==> config.mk <==
export PLATFORM = sky130hd
export DESIGN_NAME = int_ctrl
export DESIGN_NICKNAME = d
export VERILOG_FILES = /design/src/rtl/intc_pkg.sv /design/src/rtl/intc_prio_enc.sv /design/src/rtl/int_ctrl.sv
export SDC_FILE = /design/constraint.sdc
export NUM_CORES = 1
export LEC_CHECK = 0
export CORE_UTILIZATION = 37
export CTS_CLUSTER_SIZE = 12
export DETAILED_ROUTE_END_ITERATION = 8
export GPL_ROUTABILITY_DRIVEN = 0
export GPL_TIMING_DRIVEN = 1
export PLACE_DENSITY = 0.78
export SLEW_MARGIN = 20
export SYNTH_ARGS = -nofsm -noshare
export SYNTH_HDL_FRONTEND = slang
export SYNTH_SLANG_ARGS = --single-unit
==> constraint.sdc <==
create_clock -name clk -period 1.4 [get_ports clk]
set_input_delay 0.42 -clock clk [delete_from_list [all_inputs] [get_ports clk]]
set_output_delay 0.42 -clock clk [all_outputs]
set_load 0.05 [all_outputs]
==> src/rtl/intc_pkg.sv <==
// Shared definitions for int_ctrl: register offsets, CLAIM valid-bit position, bus FSM states.
package intc_pkg;

  localparam logic [2:0] ADDR_PENDING = 3'd0;
  localparam logic [2:0] ADDR_MASK    = 3'd1;
  localparam logic [2:0] ADDR_CLAIM   = 3'd2;
  localparam logic [2:0] ADDR_CTRL    = 3'd3;
  localparam logic [2:0] ADDR_RAW     = 3'd4;

  localparam int CLAIM_VALID_BIT = 31;

  typedef enum logic {
    ST_IDLE = 1'b0,
    ST_RESP = 1'b1
  } bus_state_e;

endpackage

==> src/rtl/intc_prio_enc.sv <==
// Lowest-index-first priority encoder: o_id is the smallest set bit of i_req, o_valid when any bit is set.
module intc_prio_enc #(
  parameter int N = 8
) (
  input  logic [N-1:0] i_req,
  output logic         o_valid,
  output logic [3:0]   o_id
);

  // Scan high to low so the lowest set index is the last one assigned.
  always_comb begin
    o_valid = 1'b0;
    o_id    = 4'd0;
    for (int i = N - 1; i >= 0; i--) begin
      if (i_req[i]) begin
        o_valid = 1'b1;
        o_id    = 4'(i);
      end
    end
  end

endmodule

==> src/rtl/int_ctrl.sv <==
// Edge-triggered interrupt controller with PENDING/MASK/CLAIM/CTRL/RAW registers and a two-state bus handshake.
// Define INTC_SYNC_EN to put a 2-flop synchronizer on irq_src ahead of edge detection.
module int_ctrl
  import intc_pkg::*;
#(
  parameter int NUM_SRC = 8
) (
  input  logic               clk,
  input  logic               reset,
  input  logic [NUM_SRC-1:0] irq_src,
  input  logic               bus_sel,
  input  logic               bus_we,
  input  logic [2:0]         bus_addr,
  input  logic [31:0]        bus_wdata,
  output logic [31:0]        bus_rdata,
  output logic               bus_ready,
  output logic               INT
);

  logic [NUM_SRC-1:0] r_hist;
  logic [NUM_SRC-1:0] w_cur;
  logic [NUM_SRC-1:0] w_raw;

`ifdef INTC_SYNC_EN
  localparam logic [1:0] WARM_CYCLES = 2'd3;
  logic [NUM_SRC-1:0] r_sync1;
  logic [NUM_SRC-1:0] r_sync2;

  always_ff @(posedge clk or posedge reset) begin
    if (reset) begin
      r_sync1 <= '0;
      r_sync2 <= '0;
      r_hist  <= '0;
    end else begin
      r_sync1 <= irq_src;
      r_sync2 <= r_sync1;
      r_hist  <= r_sync2;
    end
  end

  assign w_cur = r_sync2;
  assign w_raw = r_sync2;
`else
  localparam logic [1:0] WARM_CYCLES = 2'd1;

  always_ff @(posedge clk or posedge reset) begin
    if (reset) r_hist <= '0;
    else       r_hist <= irq_src;
  end

  assign w_cur = irq_src;
  assign w_raw = r_hist;
`endif

  // Edges count only once the history holds a real post-reset sample, so lines high at release stay quiet.
  logic [1:0]         r_warm;
  logic               w_armed;
  logic [NUM_SRC-1:0] w_edge;

  always_ff @(posedge clk or posedge reset) begin
    if (reset)         r_warm <= 2'd0;
    else if (!w_armed) r_warm <= r_warm + 2'd1;
  end

  assign w_armed = (r_warm == WARM_CYCLES);
  assign w_edge  = w_armed ? (w_cur & ~r_hist) : '0;

  logic [NUM_SRC-1:0] r_pending;
  logic [NUM_SRC-1:0] r_mask;
  logic               r_gie;
  logic               r_int;
  bus_state_e         r_state;
  logic [31:0]        r_rdata;

  logic [NUM_SRC-1:0] w_active;
  logic               w_claim_valid;
  logic [3:0]         w_claim_id;

  assign w_active = r_pending & r_mask;

  intc_prio_enc #(.N(NUM_SRC)) u_prio (
    .i_req   (w_active),
    .o_valid (w_claim_valid),
    .o_id    (w_claim_id)
  );

  logic               w_access;
  logic               w_wr;
  logic               w_rd;
  logic               w_claim;
  logic [31:0]        w_rd_data;
  logic [NUM_SRC-1:0] w_clr;
  logic               w_unused_wdata;

  assign w_access       = (r_state == ST_IDLE) && bus_sel;
  assign w_wr           = w_access && bus_we;
  assign w_rd           = w_access && !bus_we;
  assign w_claim        = w_rd && (bus_addr == ADDR_CLAIM) && w_claim_valid;
  assign w_unused_wdata = ^bus_wdata;

  always_comb begin
    w_rd_data = 32'd0;
    case (bus_addr)
      ADDR_PENDING: w_rd_data = 32'(r_pending);
      ADDR_MASK:    w_rd_data = 32'(r_mask);
      ADDR_CLAIM: begin
        if (w_claim_valid) begin
          w_rd_data[CLAIM_VALID_BIT] = 1'b1;
          w_rd_data[3:0]             = w_claim_id;
        end
      end
      ADDR_CTRL:    w_rd_data[0] = r_gie;
      ADDR_RAW:     w_rd_data = 32'(w_raw);
      default:      w_rd_data = 32'd0;
    endcase
  end

  always_comb begin
    w_clr = '0;
    if (w_wr && (bus_addr == ADDR_PENDING)) w_clr = bus_wdata[NUM_SRC-1:0];
    if (w_claim)                            w_clr = w_clr | (NUM_SRC'(1) << w_claim_id);
  end

  // New edges are OR-ed in after the clear, so a same-cycle edge wins.
  always_ff @(posedge clk or posedge reset) begin
    if (reset) begin
      r_pending <= '0;
      r_mask    <= '0;
      r_gie     <= 1'b0;
      r_int     <= 1'b0;
    end else begin
      r_pending <= (r_pending & ~w_clr) | w_edge;
      if (w_wr && (bus_addr == ADDR_MASK)) r_mask <= bus_wdata[NUM_SRC-1:0];
      if (w_wr && (bus_addr == ADDR_CTRL)) r_gie  <= bus_wdata[0];
      r_int <= r_gie & (|w_active);
    end
  end

  always_ff @(posedge clk or posedge reset) begin
    if (reset) begin
      r_state <= ST_IDLE;
      r_rdata <= 32'd0;
    end else if (r_state == ST_IDLE) begin
      if (bus_sel) begin
        r_state <= ST_RESP;
        r_rdata <= bus_we ? 32'd0 : w_rd_data;
      end
    end else begin
      r_state <= ST_IDLE;
      r_rdata <= 32'd0;
    end
  end

  assign bus_ready = (r_state == ST_RESP);
  assign bus_rdata = r_rdata;
  assign INT       = r_int;

endmodule

Yosys cells after proc, flatten, opt, wreduce, memory -nomap -nowiden

Index checks and enable logic that the tools add are counted.

Eq/ne operators: 5
Bitwise gates (word level): 9
$add $sub $neg: 1
Reduce and logical (&&, ||, !) cells: 12
Shift operators: 1
Multiplexer cells: 30

Operators with widths:

| operator                                                               | number |
|---|---|
| 32-bit 2-to-1 mux                                                      | 3 |
| 8-bit AND                                                              | 3 |
| 3-bit 2-to-1 mux                                                       | 8 |
| 8-bit 2-to-1 mux                                                       | 3 |
| 8-bit NOT                                                              | 2 |
| 8-bit OR                                                               | 2 |
| 1-bit 2-to-1 mux                                                       | 12 |
| 3-bit one-hot mux with 4 select lines                                  | 1 |
| 4-bit one-hot mux with 3 select lines                                  | 1 |
| 1-bit logical AND                                                      | 8 |
| 8-bit OR reduction                                                     | 1 |
| 1-bit by 4-bit << shifter with 8-bit output (first input constant)     | 1 |
| 3-bit by 2-bit equality test with 1-bit output (second input constant) | 2 |
| 1-bit one-hot mux with 5 select lines                                  | 1 |
| 4-bit 2-to-1 mux                                                       | 1 |
| 3-bit by 1-bit equality test with 1-bit output (second input constant) | 1 |
| 3-bit equality test (second input constant)                            | 1 |
| 3-bit zero test                                                        | 1 |
| 2-bit by 1-bit adder with 2-bit output (second input constant)         | 1 |
| 2-bit by 1-bit equality test with 1-bit output (second input constant) | 1 |
| 2-bit nonzero test                                                     | 1 |
| 1-bit AND                                                              | 1 |
| 1-bit zero test                                                        | 1 |
| 1-bit NOT                                                              | 1 |

Output and inout port bits: 34
Register bits: 61
Word-level logic and storage cells: 66

Depth between registers and ports, before layout

Depth in word-level cells: 15
Mapped depth: 7
Depth with buffers taken out: 6

Hierarchy

Synthesis repeated with hierarchy kept, for this count alone.

Cells, all modules: 206
Area total of the unflattened synthesis: 2,203.4 sq um

Modules (own cells, without submodules):

| module        | seq. area each (sq um) | cells an instance | area each (sq um) | instances |
|---|---|---|---|---|
| int_ctrl      | 950.9                  | 191               | 2,112.0           | 1 |
| intc_prio_enc | 0.0                    | 15                | 91.3              | 1 |

Least setup slack after synthesis

Ideal clock, no wire load.

Path kind: reg-to-reg
From: register r_state (netlist: bus_ready)
To: register r_rdata[1] (netlist: bus_rdata[1])
Library setup time: 0.066 ns
Path buffers: 0
Setup slack: -0.349 ns
Stages on the path, launching flop included: 5
Data required time: 1.334 ns
Arrival time: 1.683 ns
Clock period less this slack: 1.749 ns
Path through: dfrtp_1 > nand2b_4 > a2111oi_2 > a22o_1 > a31o_1

Cells in the longest elaborated chain, start to end: 1
Elaborated cells between the ends (all ways): 2
Those cells by class: mux: 1; reduce/logical: 1

RTL lines:

| item                                                    | line            | text |
|---|---|---|
| start, declared                                         | int_ctrl.sv:72  | `bus_state_e r_state;` |
| start signal, assigned                                  | int_ctrl.sv:141 | `r_state <= ST_IDLE;` |
| start signal, assigned                                  | int_ctrl.sv:145 | `r_state <= ST_RESP;` |
| start signal, assigned                                  | int_ctrl.sv:149 | `r_state <= ST_IDLE;` |
| 32-bit 2-to-1 mux or 2-bit nonzero test (tied branches) | --              |  |
| end signal, assigned                                    | int_ctrl.sv:146 | `r_rdata <= bus_we ? 32'd0 : w_rd_data;` |
| end, declared                                           | int_ctrl.sv:73  | `logic [31:0] r_rdata;` |

Several ways; a longest one is shown, not always the timed one.
A chain may end at the register's enable or synchronous reset.

Final worst setup path

From: register r_state (netlist: bus_ready)
To: register r_mask[2]

Cells in the longest elaborated chain, start to end: 4

RTL lines:

| item                 | line            | text |
|---|---|---|
| 1-bit NOT            | --              |  |
| 1-bit logical AND    | int_ctrl.sv:95  | `assign w_access = (r_state == ST_IDLE) && bus_sel;` |
| 1-bit logical AND    | int_ctrl.sv:96  | `assign w_wr = w_access && bus_we;` |
| 1-bit logical AND    | int_ctrl.sv:133 | `if (w_wr && (bus_addr == ADDR_MASK)) r_mask <= bus_wdata[NUM_SRC-1:0];` |
| end signal, assigned | int_ctrl.sv:133 |  |
| end, declared        | int_ctrl.sv:69  | `logic [NUM_SRC-1:0] r_mask;` |

No other way between the ends.

==> reports/summary.log <==
[outcome] result of the run complete, but fails checks
[outcome] violated checks setup timing
[sta] Final Cycle Share 1.04
[power_and_ir_drop] maximum resistive drop on vdd 0.000463 V
[setup_path] Arr. time, crit path 1.64 ns
[sta] worst clock skew 0.00422 ns
[sta] fmax 687 MHz
[global_routing] residual overflow from global routing 0
[drt] TritonRoute pass-1 iters 4
[sta] setup-violating endpoint count in the final report 13
[global_routing] global-route usage over all layers 0.178
[synthesis] main flop type after synthesis dfrtp_1
[drt] vias per std cell 5.11
[clocking] number of H-tree levels 2
[die] width of the chip 76.1 µm
[clocking] total of hold buffers inserted after clock tree synthesis 0
[layout] Antenna Diode Count 0
[placed_design] # port buffers 33
[setup_path] element type at the critical path start flip-flop
[setup_path] maximum fanout encountered on the critical timing path 4
[die] effective utilization at floorplan 0.390
[drt] routed wire length 4.99 mm
[layout] signed area change from the synthesized netlist to the final layout 47.5%
[global_routing] wire length of the first global-routing pass 7.98 mm
[sta] setup ws final -0.0556 ns
[setup_path] end of the worst register-to-register path r_mask[2]
[global_routing] number of global-route vias before repair 1623
[die] IO Pins 81
[hold_path] kind of path behind the tightest hold check in -> async
[die] Die Area 5790 µm²
[setup_path] worst flop-to-flop path startpoint bus_ready
[power_and_ir_drop] static leakage 1.33 nW
[synthesis] sequential share of the synthesized area 0.468
[synthesis] summed instance area of the synthesized netlist 2030 µm²
[clocking] CTS tree built
[placed_design] half-perimeter wire length after detailed placement 3.60 mm
[die] standard-cell rows 26
[setup_path] critical path start-end classification reg -> reg
[sta] final count of hold timing violations 0
[synthesis] count of cell types in the netlist 46
[synthesis] Warnings, synthesis 0
[sta] Worst Hold Margin 0.474 ns
[power_and_ir_drop] power density over cell area 1090 nW/µm²
[clocking] Max Buffers Root-to-Sink 2
[synthesis] syn_area_per_cell 10.6 µm²
[sta] final-report max-slew violation count 0
[clocking] Clock Tree Root clkbuf_8
[layout] fraction of layout cells with a size suffix above 1 0.350
[die] Die Span Y 76.1 µm
[setup_path] worst reg-to-reg path cell count 6
[setup_path] capturing element type of the critical path flip-flop
[synthesis] number of instances in the synthesized netlist 191
[setup_path] register-to-register setup slack -0.06 ns
[setup_path] Worst Path Required 1.58 ns
[synthesis] flip-flop and latch count after synthesis 38
[global_routing] initial antenna violation count 0
[die] Core Box Area 5200 µm²
[sta] unrepaired setup endpoints after global routing true
[clocking] number of clock buffers inserted by TritonCTS 5
[clocking] Clock Pin Slew Worst Setup and Hold Paths 0.07 ns
[synthesis] share of flip-flops with an asynchronous set or reset after synthesis 1.00
[clocking] number of sinks on the clock net 38
[clocking] insertion delay of the later-clocked pin in the worst-skew pair 0.30 ns
[sta] setup TNS after final layout -0.417 ns
[power_and_ir_drop] Pwr Total 0.00326 W
[drt] Iter 0 DRT Violations 100
[drt] total number of vias 1700
[global_routing] pin count of the biggest net entering global routing 39
[drt] final antenna-violating net count 0
[sta] crit path time final 1.46 ns
[drt] detailed-route DRC error count 0
[job] max-cap violations 0
[drt] wire per inst 15.0 µm
[synthesis] EDFF count, synth 0
[layout] Layout Nets 310
==> repair_timing <==
| item | CTS | global route |
|---|---|---|
| endpoints found under the setup margin | 27 | 22 |
| setup buffers | 1 | 4 |
| pin swaps | 4 | 8 |
| gates resized for setup | 21 | 19 |
==> synthesized netlist by cell type (all sizes together) (4+ instances only) <==
master,count,area (µm²)
mux2,9,101
and3b,4,35.0
nor3,4,20.0
a22o,7,61.3
nor2,4,17.5
dfrtp,38,951
a22oi,5,42.5
inv,6,22.5
nand2,17,63.8
mux2i,8,80.1
nand3,8,40.0
buf,25,189
a21oi,13,65.1
o21ai,7,35.0
==> worst max-delay path, cell delays in order (launching register included) <==
cell and delay (ns):
dfrtp_2 0.43, nand2b_4 0.17, inv_2 0.07, nand3_2 0.08, nor2_4 0.14, buf_6 0.14, mux2_4 0.30
==> area by class of cell <==
type,instances,area (µm²)
Clock inverter,1,5.00
Multi-Input combinational cell,142,1100
Sequential cell,38,952
Timing Repair Buffer,69,741
Inverter,6,22.5
Fill cell,421,2210
Clock buffer,7,86.3
Tap cell,70,87.6
==> layer usage <==
| metal | global-route usage | part of all wire |
|---|---|---|
| met1 | 0.230 | 0.45 |
| met2 | 0.287 | 0.49 |
| met3 | 0.0371 | 0.040 |
| met4 | 0.0769 | 0.019 |
| met5 | 0 | 0 |
==> kinds of logic (layout without fill, tap and decap cells) <==
family                   after synthesis  in the layout  share of synthesized area
AO/OA/AOI/OAI                         48             48                      0.171
XOR/XNOR                               1              1                    0.00431
adder cells (fa/ha/maj)                1              1                    0.00616
buffers and inverters                 33             83                      0.108
flip-flops                            38             38                      0.468
multiplexers                          17             17                     0.0893
other                                  1             23                    0.00185
AND/OR/NAND/NOR                       52             52                      0.152
==> state kept, by name (all words and copies together) (netlist names) <==
signal     count
bus_rdata      9
INT            1
r_mask         8
r_pending      8
r_warm         2
r_hist         8
r_gie          1
bus_ready      1
==> worst max-delay path by stage <==
stage	startpoint	endpoint	slack, ns	depth (start not counted)
final	bus_ready	r_mask[2]	-0.06	6
after global routing	r_mask[2]	r_pending[5]	-0.1	5
after CTS	bus_ready	r_mask[2]	-0.06	6
after detailed placement	bus_addr[2]	r_pending[6]	-0.70	6
after global placement	bus_addr[2]	r_pending[0]	-0.65	5
after floorplan	bus_addr[2]	r_pending[0]	-0.22	5
==> cell usage in the layout (no fill, tap or decap), types with 2 or more instances in the layout <==
master and n:
nor3_2 3, mux2_2 2, o2bb2ai_1 3, inv_1 5, nand2_1 17, buf_4 28, clkbuf_8 6, a21o_1 2
nand3_1 6, and2_1 2, nand3_2 2, conb_1 23, buf_6 7, a21oi_1 8, and3b_1 4, a21oi_2 4
a32o_1 2, mux2_4 7, nand3b_1 2, a22o_1 7, buf_12 12, dlygate4sd2_1 3, nor2_1 3, nand4_1 2
clkdlybuf4s50_1 17, dfrtp_1 37, mux2i_1 7, a22oi_2 5, o21ai_0 7
==> stage by stage <==
step / instance area (µm²) / setup WS [ns] / utilization / cells
floorplan: 2170 / -0.217 / - / 213
global placement: 2740 / -0.653 / 0.527 / 320
detailed placement: 2740 / -0.696 / 0.527 / 320
CTS: 2900 / -0.0564 / 0.557 / 329
global route: 3000 / -0.0951 / 0.576 / 333
finish: 3000 / -0.0556 / 0.576 / 333
==> where the power goes <==
| part | total [W] | switching (W) | internal [W] |
|---|---|---|---|
| registers | 0.00131 | 0.000112 | 0.00120 |
| clock network | 0.000785 | 0.000388 | 0.000397 |
| logic | 0.00116 | 0.000596 | 0.000567 |
| total | 0.00326 | 0.00110 | 0.00216 |
Note: power is estimated with default switching activity, not from simulation.
